File: src/rtl/iod_dly_pkg.sv
// Shared definitions for the IOD delay-line tap sequencer.
// Holds the command opcodes, the sequencer state encoding, the default
// timing constants and the interval-timer width.
package iod_dly_pkg;

    typedef enum logic [1:0] {
        OP_LOAD   = 2'b00,
        OP_INC    = 2'b01,
        OP_DEC    = 2'b10,
        OP_SAMPLE = 2'b11
    } op_e;

    typedef enum logic [3:0] {
        ST_IDLE   = 4'd0,
        ST_LOAD   = 4'd1,
        ST_DIR    = 4'd2,
        ST_MOVE   = 4'd3,
        ST_GAP    = 4'd4,
        ST_SETTLE = 4'd5,
        ST_CLEAR  = 4'd6,
        ST_SAMPLE = 4'd7,
        ST_RESP   = 4'd8
    } state_e;

    localparam int DEF_TAP_W         = 8;
    localparam int DEF_TAP_MAX       = 255;
    localparam int DEF_LOAD_TAP      = 1;
    localparam int DEF_MOVE_GAP      = 4;
    localparam int DEF_SETTLE_CYCLES = 8;
    localparam int DEF_SAMPLE_CYCLES = 16;

    // Wide enough for any GAP/SETTLE/SAMPLE interval minus one.
    localparam int TMR_W = 16;

    // INC and DEC are the only commands that step the delay line.
    function automatic logic is_move_op(input op_e op);
        return (op == OP_INC) || (op == OP_DEC);
    endfunction

endpackage

File: src/rtl/iod_dly_timer.sv
// Loadable down-counter used for the GAP, SETTLE and SAMPLE intervals.
// Ports:
//   clk      - fabric clock
//   rst      - synchronous reset, active-high
//   load     - load load_val this cycle (wins over counting)
//   load_val - interval length minus one
//   done     - counter is at zero (last cycle of the interval)
module iod_dly_timer
    import iod_dly_pkg::*;
#(
    parameter int W = TMR_W
) (
    input  logic         clk,
    input  logic         rst,
    input  logic         load,
    input  logic [W-1:0] load_val,
    output logic         done
);

    logic [W-1:0] count_r;

    // Count down to zero and hold there until reloaded.
    always_ff @(posedge clk) begin
        if (rst) begin
            count_r <= {W{1'b0}};
        end else if (load) begin
            count_r <= load_val;
        end else if (count_r != {W{1'b0}}) begin
            count_r <= count_r - {{(W-1){1'b0}}, 1'b1};
        end else begin
            count_r <= count_r;
        end
    end

    assign done = (count_r == {W{1'b0}});

endmodule

File: src/rtl/iod_dly_tap_ctrl.sv
// Per-lane sequencer for the IOD dynamic delay line and eye monitor.
// Accepts one LOAD / INC n / DEC n / SAMPLE command at a time, drives the
// IOD strobes with the required spacing, tracks the tap and returns one
// response per command.
// Ports:
//   FAB_CLK, SYNC_RST              - clock, synchronous active-high reset
//   CMD_VALID/READY/OP/COUNT       - command handshake from training engine
//   DELAY_LINE_LOAD/MOVE/DIRECTION - delay-line strobes to the IOD
//   DELAY_LINE_OUT_OF_RANGE        - IOD range flag
//   EYE_MONITOR_CLEAR_FLAGS        - eye-monitor flag clear to the IOD
//   EYE_MONITOR_EARLY/LATE         - eye-monitor flags from the IOD
//   RSP_VALID/EARLY/LATE/OOR       - one-cycle response
//   TAP_VALUE, TAP_VALID, BUSY     - tap tracking and status
module iod_dly_tap_ctrl
    import iod_dly_pkg::*;
#(
    parameter int TAP_W         = DEF_TAP_W,
    parameter int TAP_MAX       = DEF_TAP_MAX,
    parameter int LOAD_TAP      = DEF_LOAD_TAP,
    parameter int MOVE_GAP      = DEF_MOVE_GAP,
    parameter int SETTLE_CYCLES = DEF_SETTLE_CYCLES,
    parameter int SAMPLE_CYCLES = DEF_SAMPLE_CYCLES
) (
    input  logic             FAB_CLK,
    input  logic             SYNC_RST,
    input  logic             CMD_VALID,
    output logic             CMD_READY,
    input  logic [1:0]       CMD_OP,
    input  logic [TAP_W-1:0] CMD_COUNT,
    output logic             DELAY_LINE_LOAD,
    output logic             DELAY_LINE_MOVE,
    output logic             DELAY_LINE_DIRECTION,
    input  logic             DELAY_LINE_OUT_OF_RANGE,
    output logic             EYE_MONITOR_CLEAR_FLAGS,
    input  logic             EYE_MONITOR_EARLY,
    input  logic             EYE_MONITOR_LATE,
    output logic             RSP_VALID,
    output logic             RSP_EARLY,
    output logic             RSP_LATE,
    output logic             RSP_OOR,
    output logic [TAP_W-1:0] TAP_VALUE,
    output logic             TAP_VALID,
    output logic             BUSY
);

    localparam logic [TAP_W-1:0] ONE_TAP     = TAP_W'(1);
    localparam logic [TAP_W-1:0] ZERO_TAP    = {TAP_W{1'b0}};
    localparam logic [TAP_W-1:0] MAX_TAP     = TAP_W'(TAP_MAX);
    localparam logic [TMR_W-1:0] SETTLE_LEN  = TMR_W'(SETTLE_CYCLES - 1);
    localparam logic [TMR_W-1:0] SAMPLE_LEN  = TMR_W'(SAMPLE_CYCLES - 1);
    // A MOVE pulse plus (MOVE_GAP-1) gap cycles gives the pulse spacing.
    localparam logic [TMR_W-1:0] GAP_LEN     = TMR_W'(MOVE_GAP - 2);

    state_e           state_r;
    op_e              op_r;
    logic [TAP_W-1:0] rem_r;
    logic             oor_r;
    logic             acc_early_r;
    logic             acc_late_r;

    logic             oor_now_s;
    logic             step_ok_s;
    logic [TAP_W-1:0] tap_step_s;
    logic             tmr_load_s;
    logic [TMR_W-1:0] tmr_val_s;
    logic             tmr_done_s;

    // Range status and next-tap arithmetic for the pending MOVE decision.
    always_comb begin
        oor_now_s = oor_r | (is_move_op(op_r) & DELAY_LINE_OUT_OF_RANGE);
        if (DELAY_LINE_DIRECTION) begin
            step_ok_s  = !oor_now_s && (TAP_VALUE != MAX_TAP);
            tap_step_s = TAP_VALUE + ONE_TAP;
        end else begin
            step_ok_s  = !oor_now_s && (TAP_VALUE != ZERO_TAP);
            tap_step_s = TAP_VALUE - ONE_TAP;
        end
    end

    // Arm the interval timer on every transition into GAP, SETTLE or SAMPLE.
    always_comb begin
        tmr_load_s = 1'b0;
        tmr_val_s  = SETTLE_LEN;
        case (state_r)
            ST_LOAD, ST_CLEAR: begin
                tmr_load_s = 1'b1;
            end
            ST_DIR: begin
                tmr_load_s = !step_ok_s;
            end
            ST_MOVE: begin
                tmr_load_s = 1'b1;
                if ((rem_r == ZERO_TAP) || oor_now_s) begin
                    tmr_val_s = SETTLE_LEN;
                end else begin
                    tmr_val_s = GAP_LEN;
                end
            end
            ST_GAP: begin
                tmr_load_s = !step_ok_s && (tmr_done_s || oor_now_s);
            end
            ST_SETTLE: begin
                if (tmr_done_s && (op_r == OP_SAMPLE)) begin
                    tmr_load_s = 1'b1;
                    tmr_val_s  = SAMPLE_LEN;
                end else begin
                    tmr_load_s = 1'b0;
                end
            end
            default: begin
                tmr_load_s = 1'b0;
            end
        endcase
    end

    iod_dly_timer #(
        .W (TMR_W)
    ) u_timer (
        .clk      (FAB_CLK),
        .rst      (SYNC_RST),
        .load     (tmr_load_s),
        .load_val (tmr_val_s),
        .done     (tmr_done_s)
    );

    // Command sequencer with registered strobes and response.
    always_ff @(posedge FAB_CLK) begin
        if (SYNC_RST) begin
            state_r                 <= ST_IDLE;
            op_r                    <= OP_LOAD;
            rem_r                   <= ZERO_TAP;
            oor_r                   <= 1'b0;
            acc_early_r             <= 1'b0;
            acc_late_r              <= 1'b0;
            CMD_READY               <= 1'b1;
            DELAY_LINE_LOAD         <= 1'b0;
            DELAY_LINE_MOVE         <= 1'b0;
            DELAY_LINE_DIRECTION    <= 1'b0;
            EYE_MONITOR_CLEAR_FLAGS <= 1'b0;
            RSP_VALID               <= 1'b0;
            RSP_EARLY               <= 1'b0;
            RSP_LATE                <= 1'b0;
            RSP_OOR                 <= 1'b0;
            TAP_VALUE               <= TAP_W'(LOAD_TAP);
            TAP_VALID               <= 1'b0;
            BUSY                    <= 1'b0;
        end else begin
            DELAY_LINE_LOAD         <= 1'b0;
            DELAY_LINE_MOVE         <= 1'b0;
            EYE_MONITOR_CLEAR_FLAGS <= 1'b0;
            RSP_VALID               <= 1'b0;
            RSP_EARLY               <= 1'b0;
            RSP_LATE                <= 1'b0;
            RSP_OOR                 <= 1'b0;
            case (state_r)
                ST_IDLE: begin
                    if (CMD_VALID) begin
                        op_r        <= op_e'(CMD_OP);
                        rem_r       <= CMD_COUNT;
                        oor_r       <= 1'b0;
                        acc_early_r <= 1'b0;
                        acc_late_r  <= 1'b0;
                        CMD_READY   <= 1'b0;
                        BUSY        <= 1'b1;
                        case (op_e'(CMD_OP))
                            OP_LOAD: begin
                                state_r         <= ST_LOAD;
                                DELAY_LINE_LOAD <= 1'b1;
                                TAP_VALUE       <= TAP_W'(LOAD_TAP);
                            end
                            OP_INC, OP_DEC: begin
                                if (CMD_COUNT == ZERO_TAP) begin
                                    // Zero-step move answers immediately.
                                    state_r   <= ST_RESP;
                                    RSP_VALID <= 1'b1;
                                end else begin
                                    state_r              <= ST_DIR;
                                    DELAY_LINE_DIRECTION <= (op_e'(CMD_OP) == OP_INC);
                                end
                            end
                            OP_SAMPLE: begin
                                state_r                 <= ST_CLEAR;
                                EYE_MONITOR_CLEAR_FLAGS <= 1'b1;
                            end
                            default: begin
                                state_r <= ST_IDLE;
                            end
                        endcase
                    end else begin
                        state_r <= ST_IDLE;
                    end
                end
                ST_LOAD, ST_CLEAR: begin
                    state_r <= ST_SETTLE;
                end
                ST_DIR: begin
                    if (step_ok_s) begin
                        state_r         <= ST_MOVE;
                        DELAY_LINE_MOVE <= 1'b1;
                        TAP_VALUE       <= tap_step_s;
                        rem_r           <= rem_r - ONE_TAP;
                    end else begin
                        state_r <= ST_SETTLE;
                        oor_r   <= 1'b1;
                    end
                end
                ST_MOVE: begin
                    oor_r <= oor_now_s;
                    if ((rem_r == ZERO_TAP) || oor_now_s) begin
                        state_r <= ST_SETTLE;
                    end else begin
                        state_r <= ST_GAP;
                    end
                end
                ST_GAP: begin
                    // An IOD range flag cuts the gap short; a bound hit is
                    // only acted on in the slot where the pulse would occur.
                    if (!step_ok_s && (tmr_done_s || oor_now_s)) begin
                        state_r <= ST_SETTLE;
                        oor_r   <= 1'b1;
                    end else if (tmr_done_s) begin
                        state_r         <= ST_MOVE;
                        DELAY_LINE_MOVE <= 1'b1;
                        TAP_VALUE       <= tap_step_s;
                        rem_r           <= rem_r - ONE_TAP;
                    end else begin
                        state_r <= ST_GAP;
                    end
                end
                ST_SETTLE: begin
                    oor_r <= oor_now_s;
                    if (tmr_done_s) begin
                        if (op_r == OP_SAMPLE) begin
                            state_r <= ST_SAMPLE;
                        end else begin
                            state_r   <= ST_RESP;
                            RSP_VALID <= 1'b1;
                            RSP_OOR   <= oor_now_s;
                            if (op_r == OP_LOAD) begin
                                TAP_VALID <= 1'b1;
                            end else begin
                                TAP_VALID <= TAP_VALID;
                            end
                        end
                    end else begin
                        state_r <= ST_SETTLE;
                    end
                end
                ST_SAMPLE: begin
                    acc_early_r <= acc_early_r | EYE_MONITOR_EARLY;
                    acc_late_r  <= acc_late_r | EYE_MONITOR_LATE;
                    if (tmr_done_s) begin
                        state_r   <= ST_RESP;
                        RSP_VALID <= 1'b1;
                        RSP_EARLY <= acc_early_r | EYE_MONITOR_EARLY;
                        RSP_LATE  <= acc_late_r | EYE_MONITOR_LATE;
                    end else begin
                        state_r <= ST_SAMPLE;
                    end
                end
                ST_RESP: begin
                    state_r              <= ST_IDLE;
                    CMD_READY            <= 1'b1;
                    BUSY                 <= 1'b0;
                    DELAY_LINE_DIRECTION <= 1'b0;
                end
                default: begin
                    state_r              <= ST_IDLE;
                    CMD_READY            <= 1'b1;
                    BUSY                 <= 1'b0;
                    DELAY_LINE_DIRECTION <= 1'b0;
                end
            endcase
        end
    end

endmodule

File: config.mk
export PLATFORM = sky130hd
export DESIGN_NAME = iod_dly_tap_ctrl
export DESIGN_NICKNAME = d
export VERILOG_FILES = /design/src/rtl/iod_dly_pkg.sv /design/src/rtl/iod_dly_timer.sv /design/src/rtl/iod_dly_tap_ctrl.sv
export SDC_FILE = /design/constraint.sdc
export NUM_CORES = 1
export LEC_CHECK = 0
export CAP_MARGIN = 20
export CORE_MARGIN = 2
export CORE_UTILIZATION = 45
export DETAILED_ROUTE_END_ITERATION = 10
export GPL_TIMING_DRIVEN = 0
export PLACE_DENSITY = 0.79
export SLEW_MARGIN = 20
export SYNTH_ARGS = -nofsm -noshare
export SYNTH_HDL_FRONTEND = slang
export SYNTH_SLANG_ARGS = --single-unit
export TNS_END_PERCENT = 30
File: constraint.sdc
create_clock -name FAB_CLK -period 2.7 [get_ports FAB_CLK]
set_clock_uncertainty 0.2 [all_clocks]
set_input_delay 0.27 -clock FAB_CLK [delete_from_list [all_inputs] [get_ports FAB_CLK]]
set_output_delay 0.27 -clock FAB_CLK [all_outputs]
set_load 0.005 [all_outputs]
Word-level counts from Yosys, hierarchy flattened
Index checks and enable logic that the tools add are counted.

Flip-flop bits (word level): 52. Output and inout bits: 19. Logic and storage cells: 150.

$add $sub $neg: 4. Equal/unequal tests: 23. Muxes and demuxes: 56. Bitwise gates (word level): 11. Reductions and logical operators: 37.

Operator list (count): 2-to-1 mux 8 bit (10); one-hot mux 8 bit (3 select lines) (2); 2-to-1 mux 16 bit (2); one-hot mux 4 bit (7 select lines) (1); 2-to-1 mux 4 bit (6); 2-to-1 mux 1 bit (20); equality test 4 x 3 -> 1 bit, second input constant (4); logical NOT 16 bit (1); logical NOT 8 bit (2); nonzero test 16 bit (1); subtractor 16 x 1 -> 16 bit, second input constant (1); subtractor 8 x 1 -> 8 bit, second input constant (2); inequality test 2 bit, second input constant (7); 2-to-1 mux 3 bit (4); one-hot mux 1 bit (2 select lines) (6); one-hot mux 4 bit (3 select lines) (1); AND reduction 4 bit (3); OR reduction 3 bit (3); adder 8 x 1 -> 8 bit, second input constant (1); equality test 2 bit, second input constant (4); equality test 4 x 2 -> 1 bit, second input constant (2); inequality test 8 bit, second input constant (1); one-hot mux 1 bit (4 select lines) (2); one-hot mux 4 bit (2 select lines) (1); 22 further kinds (44).

Longest topological paths before layout
Gate-level depths: netlist of the first run.

Depth in word-level cells: 11. Depth in mapped cells: 9. Depth with buffers taken out: 7.

Hierarchy
A second synthesis of the first run with hierarchy kept.

Cell total of the unflattened synthesis: 413. Area, all modules: 3271.9 um^2.

Modules (own cells, without submodules): iod_dly_tap_ctrl (times used 1, cells an instance 297, area each 2307.2 um^2, seq. area each 720.7 um^2); iod_dly_timer (times used 1, cells an instance 116, area each 964.7 um^2, seq. area each 320.3 um^2).

Least setup slack after synthesis of the first run
OpenSTA, ideal clock, no wires.

Kind: register to register. Start: register u_timer.count_r[0]. End: register rem_r[1]. Arrival time: 2338 ps. Data required time: 2364 ps. Setup slack: 26 ps. Cell stages (with the launch flop): 10. Path buffers: 2. Path through: dfxtp_1 inv_1 ha_1 or4b_1 or4_1 buf_2 and2_4 buf_2 a2111oi_0 a211oi_1.

Longest elaborated chain between the ends: 5. Elaborated cells on any way between the ends: 6. Those cells by class: 2 x eq/ne; 4 x reduce/logical.

RTL lines: from (decl) (RTL line iod_dly_timer.sv:20) `logic [W-1:0] count_r;`; from (signal assigned) (RTL line iod_dly_timer.sv:25) `count_r <= {W{1'b0}};`; from (signal assigned) (RTL line iod_dly_timer.sv:27) `count_r <= load_val;`; from (signal assigned) (RTL line iod_dly_timer.sv:29) `count_r <= count_r - {{(W-1){1'b0}}, 1'b1};`; logical NOT 16 bit * (RTL line iod_dly_timer.sv:35) `assign done = (count_r == {W{1'b0}});`; logical OR 1 bit (RTL line iod_dly_tap_ctrl.sv:218) `if (!step_ok_s && (tmr_done_s || oor_now_s)) begin`; logical AND 1 bit (RTL line iod_dly_tap_ctrl.sv:218); inequality test 2 bit (no line); AND reduction 5 bit (no line) *; to (signal assigned) (RTL line iod_dly_tap_ctrl.sv:201) `rem_r <= rem_r - ONE_TAP;`; to (signal assigned) (RTL line iod_dly_tap_ctrl.sv:225) `rem_r <= rem_r - ONE_TAP;`; to (decl) (RTL line iod_dly_tap_ctrl.sv:56) `logic [TAP_W-1:0] rem_r;`.

Every way passes the cells marked *; elsewhere a longest branch is shown, timed or not. A chain may end at the register's enable or synchronous reset.

Final worst setup path of the first run
Start: register u_timer.count_r[0]. End: register DELAY_LINE_MOVE.

Longest elaborated chain between the ends: 5. Elaborated cells on any way between the ends: 6. Those cells by class: 3 x mux; 3 x reduce/logical.

RTL lines: logical NOT 16 bit * (RTL line iod_dly_timer.sv:35); logical OR 1 bit (RTL line iod_dly_tap_ctrl.sv:218); logical AND 1 bit (RTL line iod_dly_tap_ctrl.sv:218); 2-to-1 mux 1 bit * (RTL line iod_dly_tap_ctrl.sv:218); one-hot mux 1 bit (2 select lines) * (RTL line iod_dly_tap_ctrl.sv:155) `case (state_r)`; to (signal assigned) (RTL line iod_dly_tap_ctrl.sv:149) `DELAY_LINE_MOVE <= 1'b0;`; to (signal assigned) (RTL line iod_dly_tap_ctrl.sv:199) `DELAY_LINE_MOVE <= 1'b1;`; to (signal assigned) (RTL line iod_dly_tap_ctrl.sv:223) `DELAY_LINE_MOVE <= 1'b1;`; to (decl) (RTL line iod_dly_tap_ctrl.sv:31) `output logic DELAY_LINE_MOVE,`.

Marks and branches as above.

==> impl_metrics.csv, run 1 <==
group,metric,value,unit
timing,fin_crit,2.627,ns
detailed_routing,first_iter_violations,354,
power,p_per_area,1158,nW/µm²
floorplan,initial_core_util,45.77,%
grt,grtUsageTotal,22.66,%
place,dp.cells,498,
logic_synthesis,netlist_top_cells_area,"dfxtp_1 (34%), ha_1 (5.7%), a21oi_1 (5.4%)",
floorplan,fp.dieH,86.44,µm
timing,hold_viol_final,0,
cts,clockBufferDepth,2,
floorplan,row_count,30,
detailed_routing,dr_total_vias,3192,
detailed_routing,vias_per_cell,6.247,
power,switchingPower,2.055,mW
timing,relSlewSlack,57.84,%
layout,instances_no_fill,511,
grt,grt_pass1_vias,2933,
place,gp_congestion,0.9740,
cts,postCtsHoldBufs,0,
run_status,status,"completed",
logic_synthesis,netlist_instances,384,
logic_synthesis,synth.ff_latch_count,52,
setup_path,cpPeakStageDelay,0.48,ns
setup_path,critPathRequiredTime,2.68,ns
detailed_routing,drt_first_pass_iters,6,
power,internal-power,2.310,mW
layout,drive_gt1_share,10.21,%
power,comb_power_share,62.0,%
floorplan,die_width,86.44,µm
layout,syn2layout_area_growth,23.24,%
cts,clock-sinks,52,
power,max-vdd-ir-drop,0.3908,mV
logic_synthesis,synth_edf_count,0,
logic_synthesis,syn_nets,415,
floorplan,num_io_pins,35,
cts,cts_tree,"built",
layout,antenna_cells,0,
timing,setup_viol,0,
detailed_routing,drc_errors,0,
setup_path,crit_path_cell_trace,"inv_2 -> ha_1 -> or4b_4 -> or4_4 -> and2_4 -> buf_4 -> a2111oi_0",
cts,cts_buffers,5,
grt,grt_max_degree,16,
logic_synthesis,synthFlopType,"dfxtp_1",
setup_path,critPathKind,"reg2reg",
grt,grt_pass1_wl,13740,µm
cts,clkLatencyLatePin,0.32,ns
cts,htreeDepth,2,
power,clockPowerShare,10.8,%
logic_synthesis,yosysTopAreaCell,"dfxtp_1",
timing,worstMarginPinSlew,0.6324,ns
logic_synthesis,netlist_area,3058,µm²
cts,clk_pin_slew,0.09,ns
logic_synthesis,yosysSeqAreaShare,34.04,%
setup_path,crit_fanout,10,
logic_synthesis,synthArstFlopShare,0,%
layout,postLayoutCellArea,3769,µm²
floorplan,core,6681,µm²
setup_path,cp_data_arrival_time,2.60,ns
setup_path,crit_family,"simple AND/OR/NAND/NOR gates",
power,switching_share,47.08,%
timing,slew_viol_final,0,
setup_path,crit_slowest_cell,"or4b_4",
grt,antenna_found_initial,0,
floorplan,die_area,7471,µm²
grt,grt_overflow,0,
detailed_routing,ant_nets,0,
detailed_routing,routed_wl,8442,µm
timing,fin_ws,0.07264,ns
place,pre_cts_slack,-0.6399,ns
logic_synthesis,avgSynthCellArea,7.963,µm²
timing,min_period_over_period,97.31,%
place,place_area,3498,µm²
setup_path,crit_path_start_kind,"flip-flop",
cts,cts_root_buf,"clkbuf_8",
place,hpwl,5922,µm
power,p_leak,1.390,nW
power,power,4.365,mW
logic_synthesis,ys_types,56,
timing,fin_hold_ws,0.2662,ns
logic_synthesis,ys_warn_count,0,
setup_path,critical_path.n_buffers_inverters,2,
setup_path,end_kind,"flip-flop",
place,port_buffers,34,
run,timing.max_cap.violations,0,
timing,clock.fmax,0.3806,GHz
hold_path,hold_path.class,"reg2reg",
logic_synthesis,synth_top_area_share,34.04,%
layout,fin_nets,461,
power,pwr-share-seq,27.2,%
detailed_routing,wl_per_cell,16.52,µm
layer usage:
metal	up-vias	wire length [µm]	global-route usage, %
met5	-	0	0
met2	162	3752	35.73
met3	31	560	3.333
met4	0	262	9.943
li1	1517	-	-
met1	1482	3868	30.82
flip-flops by register name, summed over array words and instances, names as in the netlist:
signal	count
TAP_VALID	1
u_timer.count_r	16
CMD_READY	1
RSP_VALID	1
RSP_LATE	1
acc_early_r	1
state_r	4
RSP_EARLY	1
RSP_OOR	1
EYE_MONITOR_CLEAR_FLAGS	1
oor_r	1
op_r	2
DELAY_LINE_LOAD	1
DELAY_LINE_MOVE	1
DELAY_LINE_DIRECTION	1
TAP_VALUE	8
BUSY	1
rem_r	8
acc_late_r	1
cell usage in the layout, fill, tap and decap left out, types with 4 or more instances in the layout:
| cell type | instances |
|---|---|
| ha_1 | 14 |
| buf_4 | 10 |
| a31oi_1 | 7 |
| nand3_1 | 6 |
| o31ai_1 | 4 |
| nor3b_1 | 5 |
| or3_1 | 9 |
| clkdlybuf4s50_1 | 34 |
| nor3_1 | 15 |
| nand4_1 | 15 |
| nand2b_1 | 4 |
| nor4_1 | 4 |
| clkbuf_8 | 6 |
| dfxtp_2 | 4 |
| xor2_1 | 16 |
| inv_1 | 15 |
| nand2_1 | 21 |
| nor2_1 | 44 |
| dfxtp_1 | 48 |
| o21ai_0 | 15 |
| clkbuf_1 | 16 |
| a211oi_1 | 5 |
| a21oi_1 | 32 |
| o211ai_1 | 4 |
| xnor2_1 | 4 |
logic make-up after synthesis:
| family | synth area share (%) |
|---|---|
| DFF | 34.04 |
| AOI/OAI and AO/OA | 22.18 |
| and+or+nand+nor | 26.19 |
| adders and majority gates | 6.383 |
| buffers and inverters | 5.114 |
| muxes | 0.3682 |
| xor gates and xnor gates | 5.728 |
synth_stat cells (all sizes together), types with 3 or more instances:
cell type,n
o21bai,3
nor2b,3
xnor2,4
a2111oi,3
nor2,44
dfxtp,52
o22ai,3
and2,3
clkbuf,18
or4,6
ha,14
xor2,16
a31oi,7
nand2,22
nor4,8
o2111ai,3
nand4,15
o21ai,16
o32ai,3
a21o,3
nand3,6
o31ai,5
or3,9
inv,17
a21oi,33
nand2b,4
buf,5
nor3,15
nor3b,5
o211ai,4
a211oi,5
repair_timing:
action,in CTS,in global routing
endpoints found under the setup margin,36,27
pin swaps,5,4
resized for setup,24,14
setup buffers,5,3
power groups by stage:
stage / Clock [mW] / Combinational, mW / Sequential (mW)
global route: 0.500 / 2.97 / 1.21
detailed placement: 0 / 2.31 / 1.18
finish: 0.471 / 2.71 / 1.19
floorplan: 0 / 1.78 / 1.14
CTS: 0.470 / 2.57 / 1.17
global placement: 0 / 2.25 / 1.18
worst paths after layout:
kind / from / to / slack [ns] / depth (start not counted)
setup / recovery: u_timer.count_r[0] / DELAY_LINE_MOVE / 0.07 / 7
hold / removal: BUSY / BUSY / 0.27 / 2
setup reg to reg: u_timer.count_r[0] / DELAY_LINE_MOVE / 0.07 / 7
hold reg to reg: BUSY / BUSY / 0.27 / 2
area by class of cell:
type,count,area (µm²)
well taps,80,100.1
fillers,596,2913
repair buffers,42,400.4
clock inverters,2,10.01
plain buffers,20,87.58
flip-flops and latches,52,1046
clock buffers,6,82.58
multi-input cells,292,1978
inverters,17,63.81
worst reg2reg max path: stages, from the launching register on:
cell	delay [ns]
dfxtp_2	0.33
inv_2	0.08
ha_1	0.13
or4b_4	0.48
or4_4	0.48
and2_4	0.18
buf_4	0.18
a2111oi_0	0.45
metrics by stage:
step / utilization, % / setup TNS, ns
CTS: 55.43 / 0
finish: 56.40 / 0
detailed placement: 52.36 / -12.03
global placement: 52.36 / -10.07
global route: 56.40 / -0.01535
floorplan: - / 0
No activity file was read; power rests on OpenSTA's default activity.
==> run 2: changes to the inputs <==
- DONT_BUFFER_PORTS: default -> 1
- PLACE_DENSITY: 0.79 -> 0.72
- clock period: 2.7 -> 2.2 ns (I/O delays scaled with it)
==> run 2 against run 1 <==
Effect of this change:
- the flow now finishes with violations (setup timing)
- register-to-register slack worse by 0.48 ns
- core utilization rose by 2.6 points
- global-route usage is 0.67 points higher
- first-iteration DRC count is 14% lower
- via count rose by 0.72%
- maximum frequency up 0.85%
- final area grew 4.6%
- final cell count shrank 1.8%
- worst hold slack got worse by 0.22 ns
- sequential share of layout area is 1.2 points lower
- wire length increased by 8.1%
- largest cell class unchanged
- highest routed layer unchanged
==> impl_metrics.csv, run 2 (synthesis gave the netlist of run 1 again) <==
group,metric,value,unit
run_status,status,"complete, but fails checks",
run_status,violations,"setup timing",
timing,finalSetupTns,-9.821,ns
timing,worstMarginPinSlew,0.7080,ns
setup_path,critPathRequiredTime,2.24,ns
layout,antenna_cells,0,
place,hpwl,5696,µm
floorplan,initial_core_util,45.77,%
place,dp.cells,464,
power,power,6.179,mW
cts,cts_tree,"built",
setup_path,reg2reg_slack,-0.41,ns
hold_path,hold_path.class,"in2reg",
detailed_routing,wl_per_cell,18.18,µm
setup_path,crit_path_start_kind,"flip-flop",
detailed_routing,first_iter_violations,305,
timing,fin_ws,-0.4053,ns
floorplan,num_io_pins,35,
grt,grt_overflow,0,
detailed_routing,dr_total_vias,3215,
grt,grt_pass1_vias,2962,
place,port_buffers,0,
detailed_routing,vias_per_cell,6.404,
timing,rsz0062_at_grt,"true",
setup_path,end_kind,"flip-flop",
grt,grt_pass1_wl,14150,µm
setup_path,cp_data_arrival_time,2.65,ns
setup_path,r2r-start,"u_timer.count_r[7]",
detailed_routing,routed_wl,9124,µm
cts,clk_pin_slew,0.10,ns
power,p_per_area,1568,nW/µm²
hold_path,holdCritStartpoint,"DELAY_LINE_OUT_OF_RANGE",
layout,regMostFlops,"u_timer.count_r",
layout,final_cell_mix,"dfxtp_1 (46), nor2_1 (43), a21oi_1 (30)",
detailed_routing,ant_nets,0,
layout,largest_reg_flops,16,
floorplan,core,6681,µm²
layout,postLayoutCellArea,3941,µm²
layout,largestRegisters,"u_timer.count_r x16, TAP_VALUE x8, rem_r x8",
run,timing.max_cap.violations,0,
grt,antenna_found_initial,0,
cts,cts_root_buf,"clkbuf_8",
floorplan,die_width,86.44,µm
setup_path,r2r_cells,5,
timing,slew_viol_final,0,
floorplan,fp.dieH,86.44,µm
cts,clock-sinks,52,
cts,htreeDepth,2,
floorplan,die_area,7471,µm²
hold_path,whs_endpoint,"RSP_OOR",
cts,clockBufferDepth,2,
setup_path,timing.rr.end,"rem_r[0]",
detailed_routing,drc_errors,0,
place,place_area,3172,µm²
timing,min_period_over_period,118.4,%
cts,clkLatencyLatePin,0.31,ns
power,max-vdd-ir-drop,0.4828,mV
timing,clock.fmax,0.3838,GHz
cts,cts_buffers,5,
power,p_leak,1.460,nW
setup_path,crit_fanout,6,
timing,relSlewSlack,52.80,%
timing,hold_viol_final,0,
grt,grtUsageTotal,23.33,%
layout,drive_gt1_share,21.09,%
timing,fin_crit,2.605,ns
floorplan,row_count,30,
timing,fin_hold_ws,0.04800,ns
detailed_routing,drt_first_pass_iters,5,
layout,layout.cells.most_common,"dfxtp_1",
layout,syn2layout_area_growth,28.89,%
place,gp_congestion,0.9039,
setup_path,critPathKind,"reg2reg",
layout,nFillCells,564,
timing,setup_viol,43,
hold_path,hold_path_depth,2,
layout,instances_no_fill,502,
layout,fin_nets,452,
grt,grt_max_degree,16,
## run 2: what timing repair did
| action | 4_1_cts | 5_1_grt |
|---|---|---|
| pin swaps | 26 | 11 |
| hold endpoints to repair | 15 | 0 |
| endpoints found under the setup margin | 43 | 45 |
| gates cloned | 1 | 1 |
| setup buffers | 16 | 3 |
| hold buffers | 13 | 0 |
| resized for setup | 64 | 39 |
## run 2: layout make-up
class | count | area [µm²] | area share, %
inverter | 17 | 63.81 | 1.619
buffer | 20 | 127.6 | 3.238
timing repair buffer | 33 | 316.6 | 8.032
multi-input combinational | 292 | 2192 | 55.62
sequential | 52 | 1049 | 26.60
clock inverter | 2 | 10.01 | 0.2540
clock buffer | 6 | 82.58 | 2.095
tap | 80 | 100.1 | 2.540
## run 2: worst max-delay path by stage
stage	end	startpoint	depth (start not counted)	slack, ns
4_1_cts	rem_r[0]	u_timer.count_r[9]	7	-0.44
5_1_grt	rem_r[1]	u_timer.count_r[7]	6	-0.43
3_3_place_gp	u_timer.count_r[5]	u_timer.count_r[0]	8	-0.92
2_1_floorplan	rem_r[0]	u_timer.count_r[0]	8	-0.40
6_report	rem_r[0]	u_timer.count_r[7]	5	-0.41
3_5_place_dp	u_timer.count_r[14]	u_timer.count_r[4]	7	-0.95
## run 2: critical path: stages, from the launching register on
cell and delay (ns):
dfxtp_2 0.34, or4_4 0.56, or4_4 0.62, and2_4 0.20
or4_1 0.48, a31oi_1 0.14
## run 2: through the flow
stage	worst slack (ns)	util (%)
4_1_cts	-0.4394	55.96
2_1_floorplan	-0.4012	-
3_3_place_gp	-0.9154	47.47
6_report	-0.4053	58.99
3_5_place_dp	-0.9547	47.47
5_1_grt	-0.4300	58.99
## run 2: where the power goes
group          switching, mW  total (mW)  internal [mW]
Sequential             0.268        1.48           1.21
Combinational           2.31        4.12           1.81
Clock                  0.324       0.577          0.252
## run 2: routing by layer
layer | global-route usage (%) | vias to the layer above | share of wire [%]
li1 | - | 1491 | -
met4 | 7.670 | 0 | 2.1
met3 | 5.714 | 29 | 9.1
met1 | 31.14 | 1511 | 42
met5 | 0 | - | 0
met2 | 37.06 | 184 | 46
